$ cat config.mk
export PLATFORM = sky130hd
export DESIGN_NAME = sevenseg_scan_counter
export DESIGN_NICKNAME = d
export VERILOG_FILES = /design/src/rtl/sevenseg_pkg.sv /design/src/rtl/sevenseg_decoder.sv /design/src/rtl/sevenseg_scan_counter.sv
export SDC_FILE = /design/constraint.sdc
export NUM_CORES = 1
export LEC_CHECK = 0
export CORE_MARGIN = 4
export CORE_UTILIZATION = 50
export DETAILED_ROUTE_END_ITERATION = 8
export PLACE_DENSITY = 0.73
export SYNTH_ARGS = -nofsm -noshare
export SYNTH_HDL_FRONTEND = slang
export SYNTH_SLANG_ARGS = --single-unit
$ cat constraint.sdc
create_clock -name clock -period 4.55 [get_ports clock]
set_clock_uncertainty 0.1 [all_clocks]
set_input_delay 1.365 -clock clock [delete_from_list [all_inputs] [get_ports clock]]
set_output_delay 1.365 -clock clock [all_outputs]
set_load 0.01 [all_outputs]
$ cat src/rtl/sevenseg_pkg.sv
// Shared constants for the multiplexed 7-segment counter display.
// Segment patterns are active-low {dp,g,f,e,d,c,b,a}.
package sevenseg_pkg;
   localparam int BCD_W = 4;

   localparam logic [7:0] SEG_0     = 8'hC0;
   localparam logic [7:0] SEG_1     = 8'hF9;
   localparam logic [7:0] SEG_2     = 8'hA4;
   localparam logic [7:0] SEG_3     = 8'hB0;
   localparam logic [7:0] SEG_4     = 8'h99;
   localparam logic [7:0] SEG_5     = 8'h92;
   localparam logic [7:0] SEG_6     = 8'h82;
   localparam logic [7:0] SEG_7     = 8'hF8;
   localparam logic [7:0] SEG_8     = 8'h80;
   localparam logic [7:0] SEG_9     = 8'h90;
   localparam logic [7:0] SEG_BLANK = 8'hFF;

   // Selector bits are active-low; idle replicates this bit across all digits.
   localparam logic SEL_IDLE_BIT = 1'b1;
endpackage

$ cat src/rtl/sevenseg_decoder.sv
// Combinational BCD to active-low 7-segment decoder; non-decimal codes blank.
module sevenseg_decoder
   import sevenseg_pkg::*;
(
   input  logic [BCD_W-1:0] i_digit,
   output logic [7:0]       o_pattern
);
   always_comb begin
      o_pattern = SEG_BLANK;
      case (i_digit)
         4'd0:    o_pattern = SEG_0;
         4'd1:    o_pattern = SEG_1;
         4'd2:    o_pattern = SEG_2;
         4'd3:    o_pattern = SEG_3;
         4'd4:    o_pattern = SEG_4;
         4'd5:    o_pattern = SEG_5;
         4'd6:    o_pattern = SEG_6;
         4'd7:    o_pattern = SEG_7;
         4'd8:    o_pattern = SEG_8;
         4'd9:    o_pattern = SEG_9;
         default: o_pattern = SEG_BLANK;
      endcase
   end
endmodule

$ cat src/rtl/sevenseg_scan_counter.sv
// NUM_DIGITS-digit BCD up/down counter with load, carry and multiplexed display scan.
// Optional LEADING_ZERO_BLANK_EN blanks digits above the most significant nonzero digit.
module sevenseg_scan_counter
   import sevenseg_pkg::*;
#(
   parameter int NUM_DIGITS = 4,
   parameter int COUNT_DIV  = 50000000,
   parameter int SCAN_DIV   = 50000
) (
   input  logic                        clock,
   input  logic                        reset,
   input  logic                        enable,
   input  logic                        up_down,
   input  logic                        load,
   input  logic [BCD_W*NUM_DIGITS-1:0] load_value,
   output logic [BCD_W*NUM_DIGITS-1:0] bcd_value,
   output logic                        carry_out,
   output logic [7:0]                  signal_out,
   output logic [NUM_DIGITS-1:0]       selector
);
   localparam int BW = BCD_W * NUM_DIGITS;
   localparam int CW = (COUNT_DIV > 1) ? $clog2(COUNT_DIV) : 1;
   localparam int SW = (SCAN_DIV > 1) ? $clog2(SCAN_DIV) : 1;
   localparam int IW = (NUM_DIGITS > 1) ? $clog2(NUM_DIGITS) : 1;

   logic [CW-1:0]         r_cnt_pre;
   logic [SW-1:0]         r_scan_pre;
   logic [IW-1:0]         r_idx;
   logic [BW-1:0]         r_bcd;
   logic                  r_carry;
   logic [NUM_DIGITS-1:0] r_sel;
   logic [7:0]            r_seg;

   logic                  w_tick;
   logic                  w_wrap;
   logic                  w_scan_wrap;
   logic [BW-1:0]         w_next;
   logic [BW-1:0]         w_load_clamped;
   logic [BCD_W-1:0]      w_digit;
   logic [7:0]            w_pattern;
   logic [7:0]            w_seg_next;

   assign w_tick      = enable && (r_cnt_pre == CW'(COUNT_DIV - 1));
   assign w_scan_wrap = (r_scan_pre == SW'(SCAN_DIV - 1));

   // Ripple carry/borrow across digits; w_wrap survives only if every digit rolled over.
   always_comb begin
      w_next = r_bcd;
      w_wrap = 1'b1;
      for (int i = 0; i < NUM_DIGITS; i++) begin
         if (w_wrap) begin
            if (up_down) begin
               if (r_bcd[i*BCD_W +: BCD_W] == 4'd9) begin
                  w_next[i*BCD_W +: BCD_W] = 4'd0;
               end else begin
                  w_next[i*BCD_W +: BCD_W] = r_bcd[i*BCD_W +: BCD_W] + 4'd1;
                  w_wrap = 1'b0;
               end
            end else begin
               if (r_bcd[i*BCD_W +: BCD_W] == 4'd0) begin
                  w_next[i*BCD_W +: BCD_W] = 4'd9;
               end else begin
                  w_next[i*BCD_W +: BCD_W] = r_bcd[i*BCD_W +: BCD_W] - 4'd1;
                  w_wrap = 1'b0;
               end
            end
         end
      end
   end

   always_comb begin
      w_load_clamped = load_value;
      for (int i = 0; i < NUM_DIGITS; i++) begin
         if (load_value[i*BCD_W +: BCD_W] > 4'd9) w_load_clamped[i*BCD_W +: BCD_W] = 4'd9;
      end
   end

   always_comb begin
      w_digit = '0;
      for (int i = 0; i < NUM_DIGITS; i++) begin
         if (i == int'(r_idx)) w_digit = r_bcd[i*BCD_W +: BCD_W];
      end
   end

   sevenseg_decoder u_decoder (
      .i_digit   (w_digit),
      .o_pattern (w_pattern)
   );

`ifdef LEADING_ZERO_BLANK_EN
   logic w_upper_nonzero;

   // A digit is blank when it and everything above it are zero; digit 0 always shows.
   always_comb begin
      w_upper_nonzero = 1'b0;
      for (int i = 0; i < NUM_DIGITS; i++) begin
         if (i >= int'(r_idx) && r_bcd[i*BCD_W +: BCD_W] != 4'd0) w_upper_nonzero = 1'b1;
      end
      w_seg_next = ((r_idx != '0) && !w_upper_nonzero) ? SEG_BLANK : w_pattern;
   end
`else
   assign w_seg_next = w_pattern;
`endif

   always_ff @(posedge clock) begin
      if (reset) begin
         r_cnt_pre  <= '0;
         r_scan_pre <= '0;
         r_idx      <= '0;
         r_bcd      <= '0;
         r_carry    <= 1'b0;
         r_sel      <= {NUM_DIGITS{SEL_IDLE_BIT}};
         r_seg      <= SEG_BLANK;
      end else begin
         if (load) begin
            r_bcd     <= w_load_clamped;
            r_cnt_pre <= '0;
            r_carry   <= 1'b0;
         end else if (w_tick) begin
            r_bcd     <= w_next;
            r_cnt_pre <= '0;
            r_carry   <= w_wrap;
         end else begin
            r_carry <= 1'b0;
            if (enable) r_cnt_pre <= r_cnt_pre + CW'(1);
         end

         if (w_scan_wrap) begin
            r_scan_pre <= '0;
            r_idx      <= (r_idx == IW'(NUM_DIGITS - 1)) ? '0 : r_idx + IW'(1);
         end else begin
            r_scan_pre <= r_scan_pre + SW'(1);
         end

         r_sel <= ~(NUM_DIGITS'(1) << r_idx);
         r_seg <= w_seg_next;
      end
   end

   assign bcd_value  = r_bcd;
   assign carry_out  = r_carry;
   assign signal_out = r_seg;
   assign selector   = r_sel;
endmodule
==> flow_metrics.py, run 1 <==
metrics = {
    "status": {
        "status": "complete, no violations",
    },
    "sta": {
        "fin_tns_setup_ns": 0,
        "rsz0062_at_grt": "no",
        "tightest_slew_ns": 0.749,
        "setup_viol": 0,
        "slew_headroom": 0.497,
        "maxSlewViolCount": 0,
        "min_period_ns": 3.59,
        "final-hold-violation-count": 0,
        "fmax_ghz": 0.279,
        "fin_crit_sh": 0.788,
    },
    "worst_setup_path": {
        "cp_max_fo": 13,
        "reg2reg_slack_ns": 2.06,
        "rr_endpoint": "bcd_value[12]",
        "setup.worst_path.start_class": "primary input",
        "worstReg2RegStart": "r_cnt_pre[0]",
        "cp.required_ns": 4.69,
        "crit_arrival_ns": 3.73,
        "crit_type": "in -> reg",
        "rr_worst_depth": 6,
        "critPathCaptureType": "register",
    },
    "floorplan": {
        "fp.dieW_um": 98.4,
        "dieArea_um2": 9680,
        "num_rows": 32,
        "core_area_um2": 7850,
        "dieHeight_um": 98.4,
        "start_util": 0.521,
        "pin_count": 50,
    },
    "hold_path": {
        "hold_class": "reg -> reg",
        "hp-start": "r_scan_pre[0]",
        "min_path_cells": 1,
        "hold_end": "r_scan_pre[0]",
    },
    "yosys": {
        "synth_seq_area_share": 0.353,
        "synthDistinctLibCells": 66,
        "synth-edff-count": 0,
        "dominantRegCellSynth": "dfxtp_1",
        "synth_cells": 516,
        "yosys.area.top_type": "dfxtp_1",
        "async_flop_share": 0,
        "synth_top_area_frac": 0.353,
        "syn_nets": 544,
        "ys_warn_count": 0,
        "ys_top_cells_by_area": "dfxtp_1 35%, xnor2_1 7.3%, nor2_1 6.7%",
        "synth_seq_cells": 72,
        "synth_area_um2": 4090,
        "syn_area_per_cell_um2": 7.92,
    },
    "clock_network": {
        "cts_hold_buffers": 0,
        "cts-resized-gates": 0,
        "clkLatencyLatePin_ns": 0.36,
        "post-cts-setup-buffers": 0,
        "clkSlewWorstSetupHoldPaths_ns": 0.08,
        "cts-root-buf": "clkbuf_8",
        "cts_tree": "built",
        "cts_buffers": 9,
        "cts_max_level": 3,
        "cts_sinks": 72,
        "clock_path_buffers": 2,
    },
    "detailed_routing": {
        "firstDrtPassIters": 5,
        "routed_via_density": 5.81,
        "routedWlPerCell_um": 14.7,
        "drc": 0,
        "ant_nets": 0,
        "via_count": 3802,
        "drtIter0Drc": 198,
        "drt_wl_total_um": 9580,
    },
    "global_route": {
        "grt_overflow": 0,
        "grtUsageTotal": 0.199,
        "first_global_vias": 3505,
        "antenna_found_initial": 0,
        "grt_max_degree": 27,
        "grt_pass1_wl_um": 16200,
    },
    "cells_and_area": {
        "fin_cells": 654,
        "final_common_cell": "nor2_1",
        "final_net_count": 575,
        "syn_to_final_growth_pct": 17.1,
        "drive_above_1_share": 0.0598,
        "diodes": 0,
        "fin_util": 0.610,
        "most-common-layout-cells": "73 x nor2_1, 72 x dfxtp_1, 48 x clkdlybuf4s50_1, 34 x xnor2_1",
    },
    "place": {
        "place.gp.congestion": 0.839,
        "dp_hpwl_um": 6900,
        "port_buffers": 48,
        "dpl.cell_count": 638,
    },
    "power": {
        "ir_drop_mv": 0.152,
        "power.static_leakage_uw": 0.00162,
        "pwr_density_cell_nw_per_um2": 279,
    },
    "run": {
        "max-cap-violations": 0,
    },
}
==> cells by family (layout without fill, tap and decap cells) <==
logic type,after synthesis,in the layout,synth area share
buffers and inverters,57,93,0.0545
adder cells (fa/ha/maj),7,7,0.0214
AND/OR/NAND/NOR,226,226,0.288
AO/OA/AOI/OAI,102,102,0.172
flip-flops,72,72,0.353
multiplexers,3,3,0.00766
XOR/XNOR,48,48,0.103
other,1,1,0.000918
==> cell usage after synthesis, types with 5 or more instances <==
library cell	n
nand2_1	28
clkbuf_1	28
a21oi_1	22
and3_1	11
xnor2_1	34
a211oi_1	11
nand3_1	28
and4_1	6
nor4_1	8
xor2_1	14
or3_1	5
dfxtp_1	72
ha_1	7
o21ai_0	19
inv_1	22
nand4_1	14
a221oi_1	6
o31ai_1	5
nor2_1	73
nor3_1	19
==> sequential cells by signal, indices dropped and copies added, names as in the netlist <==
name        cells
r_cnt_pre      26
bcd_value      16
r_scan_pre     16
signal_out      7
selector        4
r_idx           2
carry_out       1
==> critical path, stage by stage <==
cell and delay, ns:
clkdlybuf4s50_1 0.60, buf_4 0.27, or3_1 0.31, a211oi_1 0.66, a2111oi_0 0.22, a211o_1 0.30
==> power by group <==
group	leakage [uW]	internal [uW]	switching [uW]
sequential	0.000587	648	33.6
clock	0.0000872	206	269
combinational	0.000949	90.4	85.7
==> worst max path at each step <==
stage               startpoint  depth (start not counted)  slack, ns       endpoint
floorplan              up_down                          6       1.58  bcd_value[12]
global placement       up_down                          6       0.71  bcd_value[12]
detailed placement     up_down                          6       0.63  bcd_value[12]
CTS                    up_down                          6       0.99  bcd_value[12]
global route           up_down                          6       0.80  bcd_value[12]
finish                 up_down                          6       0.96  bcd_value[12]
==> layout make-up <==
class	instances	area, um^2
Fill cell	722	3060
Multi-Input combinational cell	387	2420
Sequential cell	72	1440
Timing Repair Buffer	54	526
Tap cell	102	128
Clock buffer	9	124
Inverter	23	86.3
Clock inverter	7	58.8
==> stage by stage <==
step | worst slack (ns) | hold WS, ns | cell area [um^2] | total power (uW)
after floorplan | 1.58 | 0.330 | 4090 | 794
after global placement | 0.712 | 0.345 | 4600 | 868
after detailed placement | 0.633 | 0.361 | 4600 | 871
after CTS | 0.995 | 0.379 | 4780 | 1340
after global routing | 0.804 | 0.402 | 4780 | 1390
final | 0.964 | 0.375 | 4780 | 1330
==> layer usage <==
| metal | part of all wire | track usage |
|---|---|---|
| met3 | 0.040 | 0.0386 |
| met4 | 0.016 | 0.0672 |
| met1 | 0.46 | 0.262 |
| met2 | 0.48 | 0.329 |
| met5 | 0 | 0 |
No activity file was read; power rests on OpenSTA's default activity.
==> run 2: changes to the inputs <==
==> constraint.sdc (replaced) <==
create_clock -name clock -period 3.7 [get_ports clock]
set_clock_uncertainty 0.1 [all_clocks]
set_input_delay 1.11 -clock clock [delete_from_list [all_inputs] [get_ports clock]]
set_output_delay 1.11 -clock clock [all_outputs]
set_load 0.01 [all_outputs]
==> flow_metrics.py, run 2 (synthesis results as in run 1) <==
metrics = {
    "global_route": {
        "first_global_vias": 3689,
        "grt_max_degree": 31,
        "antenna_found_initial": 0,
        "grt_overflow": 0,
        "grtUsageTotal": 0.212,
        "grt_pass1_wl_um": 17100,
    },
    "clock_network": {
        "cts-root-buf": "clkbuf_8",
        "cts_buffers": 9,
        "cts_sinks": 72,
        "clkLatencyLatePin_ns": 0.37,
        "clkSlewWorstSetupHoldPaths_ns": 0.08,
        "clock_path_buffers": 2,
        "cts-resized-gates": 0,
        "cts_hold_buffers": 0,
        "post-cts-setup-buffers": 0,
        "cts_tree": "built",
        "cts_max_level": 3,
    },
    "power": {
        "power.static_leakage_uw": 0.00165,
        "ir_drop_mv": 0.158,
        "pwr_density_cell_nw_per_um2": 346,
    },
    "detailed_routing": {
        "drt_wl_total_um": 10000,
        "drc": 0,
        "routedWlPerCell_um": 15.2,
        "via_count": 3916,
        "routed_via_density": 5.94,
        "ant_nets": 0,
        "drtIter0Drc": 146,
        "firstDrtPassIters": 4,
    },
    "hold_path": {
        "hold_class": "reg -> reg",
        "hp-start": "r_scan_pre[0]",
        "hold_end": "r_scan_pre[0]",
        "min_path_cells": 1,
    },
    "sta": {
        "min_period_ns": 3.04,
        "fin_crit_sh": 0.821,
        "tightest_slew_ns": 0.625,
        "rsz0062_at_grt": "no",
        "final-hold-violation-count": 0,
        "setup_viol": 0,
        "fmax_ghz": 0.329,
        "maxSlewViolCount": 0,
        "fin_tns_setup_ns": 0,
        "worst_slack_ns": 0.664,
        "slew_headroom": 0.583,
    },
    "cells_and_area": {
        "final_common_cell": "nor2_1",
        "most-common-layout-cells": "73 x nor2_1, 72 x dfxtp_1, 48 x clkdlybuf4s50_1, 34 x xnor2_1",
        "diodes": 0,
        "largest_register_ffs": 26,
        "final_net_count": 580,
        "syn_to_final_growth_pct": 18.1,
        "drive_above_1_share": 0.0682,
        "largest_register": "r_cnt_pre",
    },
    "run": {
        "max-cap-violations": 0,
    },
    "floorplan": {
        "dieHeight_um": 98.4,
        "fp.dieW_um": 98.4,
        "num_rows": 32,
        "pin_count": 50,
        "start_util": 0.521,
        "dieArea_um2": 9680,
        "core_area_um2": 7850,
    },
    "worst_setup_path": {
        "rr_endpoint": "signal_out[3]",
        "worstPathCellList": "clkdlybuf4s50_1 > nand4_2 > nor4_4 > and4_1 > a2111oi_0 > a211o_1",
        "reg2reg_slack_ns": 1.28,
        "crit_type": "in -> reg",
        "cp_max_fo": 7,
        "rr_worst_depth": 7,
        "slowest_stage": "clkdlybuf4s50_1",
        "cp.required_ns": 3.85,
        "cpPeakStageDelay_ns": 0.61,
        "cp-startpoint": "enable",
        "worstReg2RegStart": "r_idx[0]",
        "crit_arrival_ns": 3.19,
        "setup.worst_path.start_class": "primary input",
        "critPathCaptureType": "register",
    },
    "place": {
        "dp_hpwl_um": 7350,
        "place.gp.congestion": 0.864,
        "pre_cts_slack_ns": 0.272,
        "port_buffers": 48,
    },
    "status": {
        "status": "complete, no violations",
    },
}
==> run 2: how the worst max path moves through the flow <==
stage	depth (start not counted)	to
after floorplan	6	bcd_value[12]
after global placement	6	bcd_value[12]
after detailed placement	6	bcd_value[12]
after CTS	6	bcd_value[12]
after global routing	7	bcd_value[11]
final	6	bcd_value[12]
==> run 2: power by group <==
| part | total [uW] | switching, uW | internal (uW) |
|---|---|---|---|
| clock network | 607 | 350 | 257 |
| logic | 222 | 109 | 113 |
| registers | 839 | 42.1 | 797 |
==> run 2: layer usage <==
layer  vias up  routed length, um  global-route usage
li1       1920                  -                   -
met1      1871               4430               0.264
met2       108               4850               0.359
met3        17                550              0.0421
met4         0                193              0.0809
met5         -                  0                   0
==> run 2: layout make-up <==
cell class,instances,area [um^2]
Fill cell,739,3020
Clock inverter,7,62.6
Sequential cell,72,1440
Clock buffer,9,124
Multi-Input combinational cell,387,2420
Tap cell,102,128
Timing Repair Buffer,59,563
Inverter,23,86.3
==> run 2: stage by stage <==
step / area (um^2) / utilization / power [uW] / std cells / hold slack [ns]
floorplan: 4090 / - / 977 / 516 / 0.330
global placement: 4640 / 0.591 / 1070 / 643 / 0.345
detailed placement: 4640 / 0.591 / 1080 / 643 / 0.383
CTS: 4830 / 0.615 / 1680 / 659 / 0.400
global route: 4830 / 0.615 / 1750 / 659 / 0.419
finish: 4830 / 0.615 / 1670 / 659 / 0.397
==> run 2: critical path: cells and delay by family <==
family | cells | cell delay [ns]
compound gates | 2 | 0.43
buf+inv | 1 | 0.61
simple gates | 3 | 1.03
==> run 3: changes to the inputs <==
--- a/config.mk
+++ b/config.mk
@@ -8,7 +8,7 @@
 export CORE_MARGIN = 4
 export CORE_UTILIZATION = 50
 export DETAILED_ROUTE_END_ITERATION = 8
-export PLACE_DENSITY = 0.73
+export PLACE_DENSITY = 0.76
 export SYNTH_ARGS = -nofsm -noshare
 export SYNTH_HDL_FRONTEND = slang
 export SYNTH_SLANG_ARGS = --single-unit
==> constraint.sdc (replaced) <==
create_clock -name clock -period 2.7 [get_ports clock]
set_clock_uncertainty 0.1 [all_clocks]
set_input_delay 0.81 -clock clock [delete_from_list [all_inputs] [get_ports clock]]
set_output_delay 0.81 -clock clock [all_outputs]
set_load 0.01 [all_outputs]
==> flow_metrics.py, run 3 (synthesis results as in run 1) <==
metrics = {
    "sta": {
        "fin_tns_setup_ns": 0,
        "rsz0062_at_grt": "no",
        "timing.hold.ws_ns": 0.379,
        "setup_viol": 0,
        "fmax_ghz": 0.389,
        "maxSlewViolCount": 0,
        "min_period_ns": 2.57,
        "tightest_slew_ns": 0.608,
        "fin_crit_sh": 0.952,
        "slew_headroom": 0.594,
        "final-hold-violation-count": 0,
    },
    "detailed_routing": {
        "ant_nets": 0,
        "drc": 0,
        "wl_met2_um": 4920,
        "firstDrtPassIters": 5,
        "top_layer": "met4",
        "drtIter0Drc": 175,
        "routedWlPerCell_um": 14.6,
        "routed_via_density": 5.75,
        "via_count": 3891,
        "drt-met1-wl_um": 4360,
        "routed-wl-met3_um": 512,
        "drt_wl_total_um": 9900,
    },
    "worst_setup_path": {
        "crit_type": "in -> reg",
        "worstPathCellList": "clkdlybuf4s50_1 > or3_1 > a211oi_1 > and4_1 > a2111oi_0 > a211o_1",
        "slowest_stage": "clkdlybuf4s50_1",
        "cp_num_buf_inv": 1,
        "cp_max_fo": 6,
        "crit_arrival_ns": 2.72,
        "reg2reg_slack_ns": 0.31,
        "cp.required_ns": 2.85,
        "worstReg2RegStart": "r_idx[0]",
        "setup.worst_path.start_class": "primary input",
        "cpPeakStageDelay_ns": 0.48,
        "crit_cells": 6,
        "rr_endpoint": "signal_out[3]",
        "critPathCaptureType": "register",
        "rr_worst_depth": 7,
        "cp_top_family": "compound AO/OA/AOI/OAI gates",
    },
    "power": {
        "switching_share": 0.296,
        "pwr_density_cell_nw_per_um2": 460,
        "seq_power_share": 0.501,
        "p_comb_frac": 0.138,
        "p_sw_uw": 679,
        "ir_drop_mv": 0.330,
        "power.share.clock": 0.361,
        "power.static_leakage_uw": 0.00174,
        "p_int_uw": 1610,
        "total_power_uw": 2290,
    },
    "clock_network": {
        "clkLatencyLatePin_ns": 0.36,
        "clkSlewWorstSetupHoldPaths_ns": 0.09,
        "post-cts-setup-buffers": 0,
        "cts_max_level": 3,
        "cts-resized-gates": 0,
        "cts_hold_buffers": 0,
        "cts_buffers": 9,
        "cts_tree": "built",
        "cts-root-buf": "clkbuf_8",
        "clock_path_buffers": 2,
        "cts_sinks": 72,
    },
    "global_route": {
        "grtUsageTotal": 0.204,
        "grt_overflow": 0,
        "antenna_found_initial": 0,
        "grt_max_degree": 27,
        "first_global_vias": 3592,
        "grt_pass1_wl_um": 16500,
    },
    "cells_and_area": {
        "nFillCells": 703,
        "most-common-layout-cells": "73 x nor2_1, 72 x dfxtp_1, 48 x clkdlybuf4s50_1, 34 x xnor2_1",
        "drive_above_1_share": 0.0974,
        "fin_util": 0.634,
        "final_common_cell": "nor2_1",
        "final_net_count": 598,
        "largest_register_ffs": 26,
        "syn_to_final_growth_pct": 21.7,
        "diodes": 0,
        "design_area_um2": 4970,
        "largest_register": "r_cnt_pre",
    },
    "floorplan": {
        "dieArea_um2": 9680,
        "dieHeight_um": 98.4,
        "fp.dieW_um": 98.4,
        "num_rows": 32,
        "core_area_um2": 7850,
        "start_util": 0.521,
        "pin_count": 50,
    },
    "run": {
        "max-cap-violations": 0,
    },
    "hold_path": {
        "hp-start": "r_scan_pre[0]",
        "hold_end": "r_scan_pre[0]",
        "hold_class": "reg -> reg",
        "min_path_cells": 1,
    },
    "place": {
        "dpl_cell_area_um2": 4790,
        "dp_hpwl_um": 7380,
        "port_buffers": 48,
        "place.gp.congestion": 0.887,
    },
    "status": {
        "status": "complete, no violations",
    },
}
## run 3: changes by cell type in the layout (fill, tap and decap cells not counted), sizes merged
cell | before | now
buf | 11 | 29
clkinv | 3 | 2
clkinvlp | 1 | 2
## run 3: power by group through the flow
stage / logic [uW] / clock network, uW / registers, uW
detailed placement: 316 / 0 / 1170
finish: 317 / 825 / 1150
CTS: 318 / 853 / 1150
floorplan: 189 / 0 / 1150
global route: 348 / 896 / 1150
global placement: 311 / 0 / 1170
## run 3: layer usage
| metal | track usage | vias up |
|---|---|---|
| met5 | 0 | - |
| li1 | - | 1953 |
| met2 | 0.347 | 94 |
| met4 | 0.0599 | 0 |
| met3 | 0.0457 | 13 |
| met1 | 0.259 | 1831 |
## run 3: per-stage QoR
stage,setup WS (ns),instances
finish,0.130,677
global route,0.0214,677
CTS,0.136,677
detailed placement,-0.223,661
global placement,-0.163,661
floorplan,0.290,516
## run 3: area by class of cell
class                      count  area [um^2]  share of cell area
multi-input combinational    387         2420               0.487
sequential                    72         1440               0.290
timing repair buffer          77          711               0.143
tap                          102          128              0.0257
clock buffer                   9          124              0.0249
inverter                      23         86.3              0.0174
clock inverter                 7         61.3              0.0123
## run 3: worst max path at each step
stage / start / endpoint / slack (ns)
CTS: bcd_value[0] / bcd_value[0] / 0.14
global route: up_down / bcd_value[9] / 0.02
detailed placement: enable / bcd_value[9] / -0.22
finish: up_down / bcd_value[12] / 0.13
global placement: enable / bcd_value[9] / -0.16
floorplan: up_down / bcd_value[12] / 0.29
## run 3: worst reg2reg max path, cell delays in order, from the launching register on
cell       delay [ns]
dfxtp_1          0.41
inv_1            0.08
ha_1             0.30
a21oi_1          0.16
a221oi_1         0.11
a2111oi_2        0.63
a21boi_1         0.33
o221ai_1         0.14
